$ cat src/rtl/wrp_shff_pkg.sv
// ---------------------------------------------------------------------------
// wrp_shff_pkg
// Shared types and constants for the shuffle-network input-stage scheduler.
//   state_t        : scheduler FSM states
//   ERR_*          : bit positions within err_o
//   DEF_NLANE      : default lane / shuffle-port count
//   DEF_BURST_LEN  : default read beats per burst
// ---------------------------------------------------------------------------
package wrp_shff_pkg;

    typedef enum logic [1:0] {
        IDLE = 2'd0,
        WAIT = 2'd1,
        READ = 2'd2,
        GAP  = 2'd3
    } state_t;

    localparam int ERR_UNDERRUN  = 0;
    localparam int ERR_TIMEOUT   = 1;

    localparam int DEF_NLANE     = 16;
    localparam int DEF_BURST_LEN = 16;

endpackage

$ cat src/rtl/wrp_shff_sched_wdog.sv
// ---------------------------------------------------------------------------
// wrp_shff_sched_wdog
// Stall watchdog for the frame scheduler. Counts cycles in which the
// scheduler is stalled in WAIT. It fires once, on the WDOG_CYC-th stalled
// cycle, and then holds until the scheduler leaves WAIT.
// Ports:
//   clk   : clock
//   srst  : synchronous active-high reset
//   run   : stalled-cycle qualifier (WAIT, enabled, not all ready)
//   clr   : scheduler is outside WAIT; counter returns to 0
//   fire  : combinational, high in the cycle the threshold is reached
// ---------------------------------------------------------------------------
module wrp_shff_sched_wdog #(
    parameter  int WDOG_CYC = 1024,
    localparam int CW       = $clog2(WDOG_CYC + 1)
) (
    input  logic clk,
    input  logic srst,
    input  logic run,
    input  logic clr,
    output logic fire
);

    logic [CW-1:0] cnt_q;

    assign fire = run && (cnt_q == CW'(WDOG_CYC - 1));

    // Saturates at WDOG_CYC so fire can only be produced once per stall.
    always_ff @(posedge clk) begin
        if (srst || clr) begin
            cnt_q <= '0;
        end else if (run && (cnt_q != CW'(WDOG_CYC))) begin
            cnt_q <= cnt_q + 1'b1;
        end
    end

endmodule

$ cat src/rtl/wrp_shff_sched.sv
// ---------------------------------------------------------------------------
// wrp_shff_sched
// Frame scheduler between the per-lane AIE input buffers and the shuffle
// network. Waits for every lane buffer to hold a burst and every shuffle
// port to be ready, then issues a BURST_LEN-beat read burst. Bursts are
// counted into frames of FRAME_BURSTS; frame boundaries are flagged and the
// output bank alternates once per frame. Lane under-run is flagged sticky.
//
// Build option: define WRP_SHFF_SCHED_WDOG_EN to build the stall watchdog
// (timeout_o / err_o[1]). Without it those outputs stay 0.
//
// Ports:
//   clk, srst     : clock, synchronous active-high reset
//   en_i          : run enable, acted on only at frame boundaries
//   lane_rdy_i    : per-lane burst-available flags
//   dn_rdy_i      : per-port shuffle-network ready
//   start_o       : pulse on the first beat of each burst
//   rd_en_o       : buffer read enable, BURST_LEN cycles per burst
//   sof_o / eof_o : first beat of frame / last beat of frame
//   bank_o        : output bank, toggles the cycle after eof_o
//   busy_o        : FSM not IDLE
//   burst_cnt_o   : burst index within the frame
//   err_o         : sticky errors, [0] under-run, [1] stall timeout
//   timeout_o     : watchdog fire pulse
// All outputs are registered.
// ---------------------------------------------------------------------------
module wrp_shff_sched
    import wrp_shff_pkg::*;
#(
    parameter  int NLANE        = DEF_NLANE,
    parameter  int BURST_LEN    = DEF_BURST_LEN,
    parameter  int FRAME_BURSTS = 4096,
    parameter  int WDOG_CYC     = 1024,
    localparam int BCW          = (FRAME_BURSTS > 1) ? $clog2(FRAME_BURSTS) : 1
) (
    input  logic             clk,
    input  logic             srst,
    input  logic             en_i,
    input  logic [NLANE-1:0] lane_rdy_i,
    input  logic [NLANE-1:0] dn_rdy_i,
    output logic             start_o,
    output logic             rd_en_o,
    output logic             sof_o,
    output logic             eof_o,
    output logic             bank_o,
    output logic             busy_o,
    output logic [BCW-1:0]   burst_cnt_o,
    output logic [1:0]       err_o,
    output logic             timeout_o
);

    localparam int BEAT_W = $clog2(BURST_LEN);

    state_t            state_q, state_d;
    logic              all_rdy_q;
    logic              gap_q;
    logic [BEAT_W-1:0] beat_q, beat_d;
    logic [BCW-1:0]    bcnt_d;
    logic              last_beat;
    logic              go;
    logic              underrun;
    logic              wdog_fire;

    assign last_beat = (state_q == READ) && (beat_q == BEAT_W'(BURST_LEN - 1));
    assign go        = (state_q == WAIT) && (state_d == READ);
    // The first two beats are exempt: the buffer flags lag the reads.
    assign underrun  = (state_q == READ) && (beat_q >= BEAT_W'(2)) && !(&lane_rdy_i);

    always_comb begin
        state_d = state_q;
        case (state_q)
            IDLE: if (en_i) state_d = WAIT;
            WAIT: begin
                if ((burst_cnt_o == '0) && !en_i) begin
                    state_d = IDLE;
                end else if (all_rdy_q && !gap_q) begin
                    // gap_q: all_rdy_q still reflects flags sampled during
                    // GAP, before the buffers refreshed; wait one more sample.
                    state_d = READ;
                end
            end
            READ: if (last_beat) state_d = GAP;
            GAP:  state_d = WAIT;
            default: state_d = IDLE;
        endcase

        beat_d = '0;
        if ((state_q == READ) && !last_beat) beat_d = beat_q + 1'b1;

        bcnt_d = burst_cnt_o;
        if (last_beat) begin
            bcnt_d = (burst_cnt_o == BCW'(FRAME_BURSTS - 1)) ? '0 : burst_cnt_o + 1'b1;
        end
    end

`ifdef WRP_SHFF_SCHED_WDOG_EN
    wrp_shff_sched_wdog #(
        .WDOG_CYC (WDOG_CYC)
    ) u_wdog (
        .clk  (clk),
        .srst (srst),
        .run  ((state_q == WAIT) && en_i && !all_rdy_q),
        .clr  (state_q != WAIT),
        .fire (wdog_fire)
    );
`else
    localparam int unused_wdog_cyc = WDOG_CYC;
    assign wdog_fire = 1'b0;
`endif

    always_ff @(posedge clk) begin
        if (srst) begin
            state_q     <= IDLE;
            all_rdy_q   <= 1'b0;
            gap_q       <= 1'b0;
            beat_q      <= '0;
            burst_cnt_o <= '0;
            start_o     <= 1'b0;
            rd_en_o     <= 1'b0;
            sof_o       <= 1'b0;
            eof_o       <= 1'b0;
            bank_o      <= 1'b0;
            busy_o      <= 1'b0;
            err_o       <= '0;
            timeout_o   <= 1'b0;
        end else begin
            state_q     <= state_d;
            all_rdy_q   <= (&lane_rdy_i) && (&dn_rdy_i);
            gap_q       <= (state_q == GAP);
            beat_q      <= beat_d;
            burst_cnt_o <= bcnt_d;
            start_o     <= go;
            rd_en_o     <= (state_d == READ);
            sof_o       <= go && (burst_cnt_o == '0);
            // burst_cnt only advances after the final beat, so it is still
            // the index of the burst whose last beat is being issued.
            eof_o       <= (state_d == READ) && (beat_d == BEAT_W'(BURST_LEN - 1)) &&
                           (burst_cnt_o == BCW'(FRAME_BURSTS - 1));
            bank_o      <= bank_o ^ eof_o;
            busy_o      <= (state_d != IDLE);
            err_o[ERR_UNDERRUN] <= err_o[ERR_UNDERRUN] | underrun;
            err_o[ERR_TIMEOUT]  <= err_o[ERR_TIMEOUT]  | wdog_fire;
            timeout_o   <= wdog_fire;
        end
    end

endmodule

$ cat config.mk
export PLATFORM = sky130hd
export DESIGN_NAME = wrp_shff_sched
export DESIGN_NICKNAME = d
export VERILOG_FILES = /design/src/rtl/wrp_shff_pkg.sv /design/src/rtl/wrp_shff_sched_wdog.sv /design/src/rtl/wrp_shff_sched.sv
export SDC_FILE = /design/constraint.sdc
export NUM_CORES = 1
export LEC_CHECK = 0
export CAP_MARGIN = 20
export CORE_ASPECT_RATIO = 1.1
export CORE_UTILIZATION = 29
export CTS_BUF_LIST = sky130_fd_sc_hd__clkbuf_4 sky130_fd_sc_hd__clkbuf_8 sky130_fd_sc_hd__clkbuf_16
export DETAILED_ROUTE_END_ITERATION = 10
export GPL_TIMING_DRIVEN = 1
export PLACE_DENSITY = 0.65
export SYNTH_ARGS = -nofsm -noshare
export SYNTH_HDL_FRONTEND = slang
export SYNTH_SLANG_ARGS = --single-unit
export TNS_END_PERCENT = 50
$ cat constraint.sdc
create_clock -name clk -period 1.5 [get_ports clk]
set_clock_uncertainty 0.1 [all_clocks]
set_input_delay 0.15 -clock clk [delete_from_list [all_inputs] [get_ports clk]]
set_output_delay 0.15 -clock clk [all_outputs]
set_load 0.005 [all_outputs]
After elaboration in Yosys (flattened, before gate mapping)
Index checks and enable logic that the tools add are counted.

storage, ports and cells
  register bits after elaboration = 27
  bits of input ports = 35
  output and inout bits = 21
  word-level logic and storage cells = 51

cells by class
  add/subtract/negate cells = 2
  $lt $le $gt $ge = 1
  equality and inequality tests = 7
  mux-type cells = 7
  bitwise operators = 2
  reductions and logical operators = 20

operator list
  cell                     count
  $reduce_and A16 Y1       2
  $add A12 B1 Y12 const B  1
  $eq A12 B12 Y1 const B   1
  $logic_not A12 Y1        1
  $mux W12                 1
  $logic_and A1 B1 Y1      11
  $eq A4 B4 Y1 const B     2
  $mux W2                  4
  $pmux W2 S4              1
  $eq A2 B2 Y1 const B     3
  $add A4 B1 Y4 const B    1
  $ge A4 B2 Y1 const B     1
  $logic_not A1 Y1         4
  $mux W4                  1
  $eq A2 B1 Y1 const B     1
  $logic_not A2 Y1         1
  $reduce_bool A2 Y1       1
  $or A1 B1 Y1             1
  $xor A1 B1 Y1            1

Depth between registers and ports, before layout
Gate-level depths: netlist of the first run.

  word-level depth = 8
  mapped depth = 6
  depth with buffers taken out = 6

Least setup slack after synthesis of the first run
No wires, ideal clock.

  path kind = register to register
  from = register burst_cnt_o[0]
  to = register state_q[0]
  setup time = 0.114 ns
  data arrival time = 1.440 ns
  data required time = 1.286 ns
  slack = -0.154 ns
  stages on the path, launching flop included = 7
  buffers on the path = 0
  clock period less this slack = 1.654 ns
  path through = dfxtp_1 > inv_1 > ha_1 > nor4b_1 > nand4_1 > a211o_1 > nor2b_1

between the ends
  cells in the longest elaborated chain, start to end = 4

RTL lines
  item                    line                   RTL
  from (decl)             wrp_shff_sched.sv:47   output logic [BCW-1:0] burst_cnt_o,
  from (signal assigned)  wrp_shff_sched.sv:131  burst_cnt_o <= bcnt_d;
  $logic_not A12 Y1       wrp_shff_sched.sv:74   if ((burst_cnt_o == '0) && !en_i) begin
  $logic_and A1 B1 Y1     wrp_shff_sched.sv:74
  $mux W2                 wrp_shff_sched.sv:74
  $pmux W2 S4             wrp_shff_sched.sv:71   case (state_q)
  to (signal assigned)    wrp_shff_sched.sv:127  state_q <= state_d;
  to (decl)               wrp_shff_sched.sv:54   state_t state_q, state_d;

Every way passes these cells.
A chain may end at the register's enable or synchronous reset.

Worst setup path in the final report of the first run
  from = register burst_cnt_o[0]
  to = register eof_o

between the ends
  cells in the longest elaborated chain, start to end = 7
  elaborated cells on any way between the ends = 8
  those cells by class = eq/ne: 2; mux: 2; reduce/logical: 4

RTL lines
  item                     line                   RTL
  $logic_not A12 Y1        wrp_shff_sched.sv:74
  $logic_and A1 B1 Y1      wrp_shff_sched.sv:74
  $mux W2                  wrp_shff_sched.sv:74
  $pmux W2 S4              wrp_shff_sched.sv:71
  $eq A2 B2 Y1             wrp_shff_sched.sv:137  eof_o <= (state_d == READ) && (beat_d == BEAT_W'(BURST_LEN - 1)) &&
  $logic_and A1 B1 Y1      wrp_shff_sched.sv:137
  $logic_and A1 B1 Y1 (*)  wrp_shff_sched.sv:137
  to (signal assigned)     wrp_shff_sched.sv:137
  to (decl)                wrp_shff_sched.sv:44   output logic eof_o,

Every way passes the cells marked *; elsewhere a longest branch is shown, timed or not.

==> results.tsv, run 1 <==
metric	value	unit
Synth area leader	dfxtp_1	
top-count cell post-synth	dfxtp_1	
CTS tree	done	
Psw	0.298	mW
Die Area	4640	µm²
final hold vios	0	
Rows	24	
Clk network pwr share	32.1	%
nets	277	
register share of total power	54.3	%
global-route wire length before repair	5.96	mm
Hold WC Path Type	in -> reg	
EDFF count, synth	0	
Worst Path Max Fanout	4	
initial DRC count	35	
worst setup margin	-188	ps
GRT Util Overall	16.5	%
area occupied by multi-input gates	782	µm²
Post-DP HPWL	2.84	mm
FILL cells	377	
Sw Ratio	22.5	%
Critical Path Start Type	register	
ys async rst share	0	%
Internal Power	1.02	mW
via count	1382	
GPL Wtd Cong	0.800	
Combinational Power Share	13.5	%
largest net degree at the start of global routing	17	
Yosys warning count	0	
share of cells above drive strength 1	33.8	%
CTS Hold Buffers Added	0	
CTS buffer count	3	
Synth Cell Area	1270	µm²
Worst Setup End Kind	register	
initial antenna violation count	0	
failing checks	setup timing	
insertion delay to the later sink of the worst-skew pair	280	ps
First-pass DRT Iterations	4	
crit share post-route	113	%
Slew Viols, Final	0	
Cell Pwr Density	567	nW/µm²
Seq/Total Area, Yosys	42.6	%
Max-cap violations	0	
WL per Instance	12.5	µm
FF+latch count, synth	27	
kind of critical path	reg -> reg	
Syn Area/Cell	8.80	µm²
die width	65.0	µm
status	finished, violations left	
Routed Antenna Nets	0	
clk slew on worst S/H paths	90	ps
CTS Buffer Depth	2	
minimum clock period	1690	ps
post-route cell area	2330	µm²
synth top area cells	dfxtp_1, nand4_1, nor2_1	
Die Ht	71.3	µm
Critical Path RT	1610	ps
top cell type's share of synthesized area	42.6	%
Lkg Pwr	0.988	nW
vias in the first global route	1339	
synth cell count leaders	dfxtp_1, nor2_1, nand4_1, nand2_1, nand3_1	
worst setup slack after placement	-211	ps
CP arrival	1800	ps
ant diodes	0	
Overflow after GRT	0	
Cells after Synth	144	
WL final	3.63	mm
Max VDD drop	302	µV
RSZ-0062 raised after global routing	yes	
fin cells	289	
# setup viols final	16	
io pins	56	
DP Cell Count	278	
DRC Markers	0	
Placed Area	2140	µm²
Tot Pwr	1.32	mW
Area Growth Syn to Fin	84.1	%
CTS H-tree depth	1	
DR vias/cell	4.78	
synth unique cells	37	
Initial Util	31.0	%
clock sinks	27	
Port Buffers	53	
core area	4080	µm²
fmax	592	MHz
register area	572	µm²
top_reg_cell synth	dfxtp_1	
CTS root buffer	clkbuf_8	
==> critical path: stages, from the launching register on <==
cell     delay, ps
dfxtp_2        340
inv_2           80
ha_4           130
nor4b_4        210
nand4_1        170
a211o_1        360
buf_6          140
nor3_2         100
==> repair_timing <==
| item | 4_1_cts | 5_1_grt |
|---|---|---|
| resized for setup | 28 | 10 |
| buffers inserted | 6 | 1 |
| endpoints found under the setup margin | 27 | 22 |
| pin swaps | 12 | 6 |
==> logic make-up after synthesis <==
kind of cell / synth area share [%]
compound gates: 6.61
fa+ha+maj: 3.95
flops: 42.6
other cells: 0.296
buf+inv: 4.05
simple gates: 35.5
xor+xnor: 6.91
==> stage by stage <==
stage	setup TNS [ps]	util [%]	hold WS [ps]
global placement	-1210	52.5	344
floorplan	-213	-	122
detailed placement	-1580	52.5	350
finish	-1200	57.1	302
global route	-2670	57.1	298
CTS	-1160	56.1	299
==> cell type report <==
type | instances | area share (%)
Clock buffer | 3 | 1.77
Inverter | 6 | 0.965
Clock inverter | 1 | 0.322
Tap cell | 52 | 2.79
Multi-Input combinational cell | 107 | 33.5
Sequential cell | 27 | 24.5
Timing Repair Buffer | 93 | 36.1
==> registers in the layout (all words and copies together), names as in the netlist <==
| signal | cells |
|---|---|
| sof_o | 1 |
| rd_en_o | 1 |
| bank_o | 1 |
| burst_cnt_o | 12 |
| busy_o | 1 |
| state_q | 2 |
| eof_o | 1 |
| start_o | 1 |
| err_o | 1 |
| gap_q | 1 |
| all_rdy_q | 1 |
| beat_q | 4 |
==> final timing paths <==
| kind | from | endpoint | slack [ps] | depth (start not counted) |
|---|---|---|---|---|
| worst min-delay path | dn_rdy_i[15] | all_rdy_q | 300 | 3 |
| worst max register to register | burst_cnt_o[0] | eof_o | -190 | 7 |
| worst min register to register | beat_q[0] | beat_q[0] | 360 | 1 |
| worst max-delay path | burst_cnt_o[0] | eof_o | -190 | 7 |
==> power groups by stage <==
stage               registers, mW  logic [mW]  clock network [mW]
detailed placement          0.742       0.162                   0
CTS                         0.719       0.172               0.434
floorplan                   0.745      0.0386                   0
finish                      0.719       0.179               0.425
global placement            0.742       0.160                   0
global route                0.720       0.191               0.464
==> layout by cell type (no fill, tap or decap), types with 2 or more instances in the layout <==
cell,synthesis,layout
xor2_1,6,6
nor3_2,1,2
a31oi_1,2,2
nor4_2,1,2
or4_1,3,3
dfxtp_2,0,10
buf_4,2,35
conb_1,1,2
nor3_1,4,3
nor2b_1,3,3
dlygate4sd2_1,0,9
nand3_1,7,7
or3_1,5,5
xnor2_1,4,4
dfxtp_4,0,5
clkbuf_8,0,3
nor2_1,16,16
o21ai_0,3,3
ha_4,0,3
nand2_1,7,6
a21oi_1,5,4
inv_2,0,3
dfxtp_1,27,12
clkdlybuf4s50_1,0,42
nand2b_1,3,3
inv_1,6,3
buf_6,0,5
nand4_1,15,15
dlymetal6s2s_1,0,2
==> routing by layer <==
layer  track usage, %  share of wire, %  vias to the layer above
met5                0                 0                        -
met4             7.49               1.9                        0
met3             2.07               2.7                        7
met2             28.0                52                       25
met1             20.7                44                      647
li1                 -                 -                      703
(Power assumes the default switching activity.)
==> inputs of run 2 (changes only) <==
--- a/config.mk
+++ b/config.mk
@@ -8,7 +8,6 @@
 export CAP_MARGIN = 20
 export CORE_ASPECT_RATIO = 1.1
 export CORE_UTILIZATION = 29
-export CTS_BUF_LIST = sky130_fd_sc_hd__clkbuf_4 sky130_fd_sc_hd__clkbuf_8 sky130_fd_sc_hd__clkbuf_16
 export DETAILED_ROUTE_END_ITERATION = 10
 export GPL_TIMING_DRIVEN = 1
 export PLACE_DENSITY = 0.65
==> results of run 2 <==
No change in the layout: final DEF, timing and power equal those of run 1.
==> inputs of run 3 (changes only) <==
--- a/config.mk
+++ b/config.mk
@@ -9,7 +9,7 @@
 export CORE_ASPECT_RATIO = 1.1
 export CORE_UTILIZATION = 29
 export DETAILED_ROUTE_END_ITERATION = 10
-export GPL_TIMING_DRIVEN = 1
+export GPL_TIMING_DRIVEN = 0
 export PLACE_DENSITY = 0.65
 export SYNTH_ARGS = -nofsm -noshare
 export SYNTH_HDL_FRONTEND = slang
==> results.tsv, run 3 (synthesized netlist as in run 1, its figures left out) <==
metric	value	unit
core area	4080	µm²
initial DRC count	48	
kind of critical path	reg -> reg	
worst setup margin	-175	ps
WL per Instance	12.8	µm
insertion delay to the later sink of the worst-skew pair	270	ps
Cell Pwr Density	595	nW/µm²
WHS Path Cells	3	
commonest non-fill, non-tap cell in the layout	clkdlybuf4s50_1	
CTS H-tree depth	1	
most frequent cells in the layout	clkdlybuf4s50_1, nor2_1, nand4_1, buf_4, dfxtp_1	
Slew Viols, Final	0	
post-route cell area	2170	µm²
Overflow after GRT	0	
Placed Area	1930	µm²
Initial Util	31.0	%
Hold WC Path Type	in -> reg	
Worst-Margin Slew	542	ps
Tot Pwr	1.29	mW
Critical Path RT	1560	ps
Reg with most FFs	burst_cnt_o	
setup tns final	-1390	ps
First-pass DRT Iterations	4	
crit share post-route	112	%
clk slew on worst S/H paths	90	ps
ant diodes	0	
Hold Path Origin	dn_rdy_i[14]	
Lkg Pwr	0.800	nW
R2R depth	6	
failing checks	setup timing	
Worst Path Max Fanout	5	
fmax	597	MHz
CP arrival	1740	ps
fin cells	266	
CTS buffer count	3	
Die Area	4640	µm²
CTS root buffer	clkbuf_8	
r2r setup slk	-180	ps
GRT Util Overall	14.9	%
worst setup slack after placement	-256	ps
RSZ-0062 raised after global routing	yes	
CTS tree	done	
post-route core utilization	53.0	%
DR vias/cell	4.95	
biggest regs	burst_cnt_o x12, beat_q x4, state_q x2	
clock sinks	27	
Max-cap violations	0	
Relative slew margins	63.8	%
io pins	56	
max reg flops	12	
initial antenna violation count	0	
Port Buffers	53	
Hold Path Sink	all_rdy_q	
Die Ht	71.3	µm
DP Cell Count	250	
vias in the first global route	1222	
Max VDD drop	289	µV
global-route wire length before repair	5.51	mm
GPL Wtd Cong	0.732	
Routed Antenna Nets	0	
Hold Slack	300	ps
CTS Buffer Depth	2	
# setup viols final	16	
largest net degree at the start of global routing	16	
Area Growth Syn to Fin	70.9	%
die width	65.0	µm
share of cells above drive strength 1	26.2	%
minimum clock period	1680	ps
WL final	3.42	mm
final hold vios	0	
status	finished, violations left	
DRC Markers	0	
worst flop-to-flop path startpoint	beat_q[0]	
Worst Setup End Kind	register	
Post-DP HPWL	2.41	mm
RR Endpoint	state_q[0]	
nets	254	
Rows	24	
via count	1317	
Critical Path Start Type	register	
[run 3: cell types whose count changed in the layout (fill, tap and decap cells not counted), sizes merged]
| cell | before | now |
|---|---|---|
| clkinv | 0 | 1 |
| dlygate4sd2 | 9 | 1 |
| clkbuf | 3 | 4 |
| clkinvlp | 1 | 0 |
| buf | 40 | 16 |
| dlymetal6s2s | 2 | 0 |
| clkdlybuf4s50 | 42 | 52 |
[run 3: routing by layer]
metal	vias to the layer above	share of wire (%)	global-route usage, %
met3	4	2.9	2.07
met5	-	0	0
met2	24	52	25.0
met1	631	44	19.4
li1	658	-	-
met4	0	0.91	5.56
[run 3: final cells by class]
cell class	count	area (µm²)
Timing Repair Buffer	65	632
Tap cell	52	65.1
Buffer	5	37.5
Sequential cell	27	572
Multi-Input combinational cell	107	786
Clock buffer	3	41.3
Clock inverter	1	5.00
Inverter	6	27.5
Fill cell	402	1920
[run 3: critical path, stage by stage (launching register included)]
cell and delay (ps):
dfxtp_4 370, ha_4 160, and3_4 180, buf_6 120
o21a_1 160, a211o_1 330, nor2b_1 150
[run 3: how the worst max path moves through the flow]
stage                   start         end  slack [ps]  cells after the start
5_1_grt        burst_cnt_o[1]  state_q[0]        -290                      6
4_1_cts             beat_q[1]  state_q[0]        -170                      6
3_5_place_dp   lane_rdy_i[14]    err_o[0]        -260                      5
6_report            beat_q[0]  state_q[0]        -180                      6
2_1_floorplan       beat_q[1]  state_q[0]         -80                      6
3_3_place_gp   burst_cnt_o[0]  state_q[0]        -240                      6
[run 3: report_power, final]
part / total, mW / switching (mW) / internal [mW]
sequential: 0.724 / 0.0103 / 0.714
clock: 0.413 / 0.227 / 0.186
combinational: 0.151 / 0.0451 / 0.106
total: 1.29 / 0.282 / 1.01
[run 3: repair_timing]
action,in CTS,in global routing
setup buffers,9,3
hold buffers,0,0
setup endpoints to repair,19,22
pin swaps,6,9
resized for setup,18,9
gates cloned,0,0
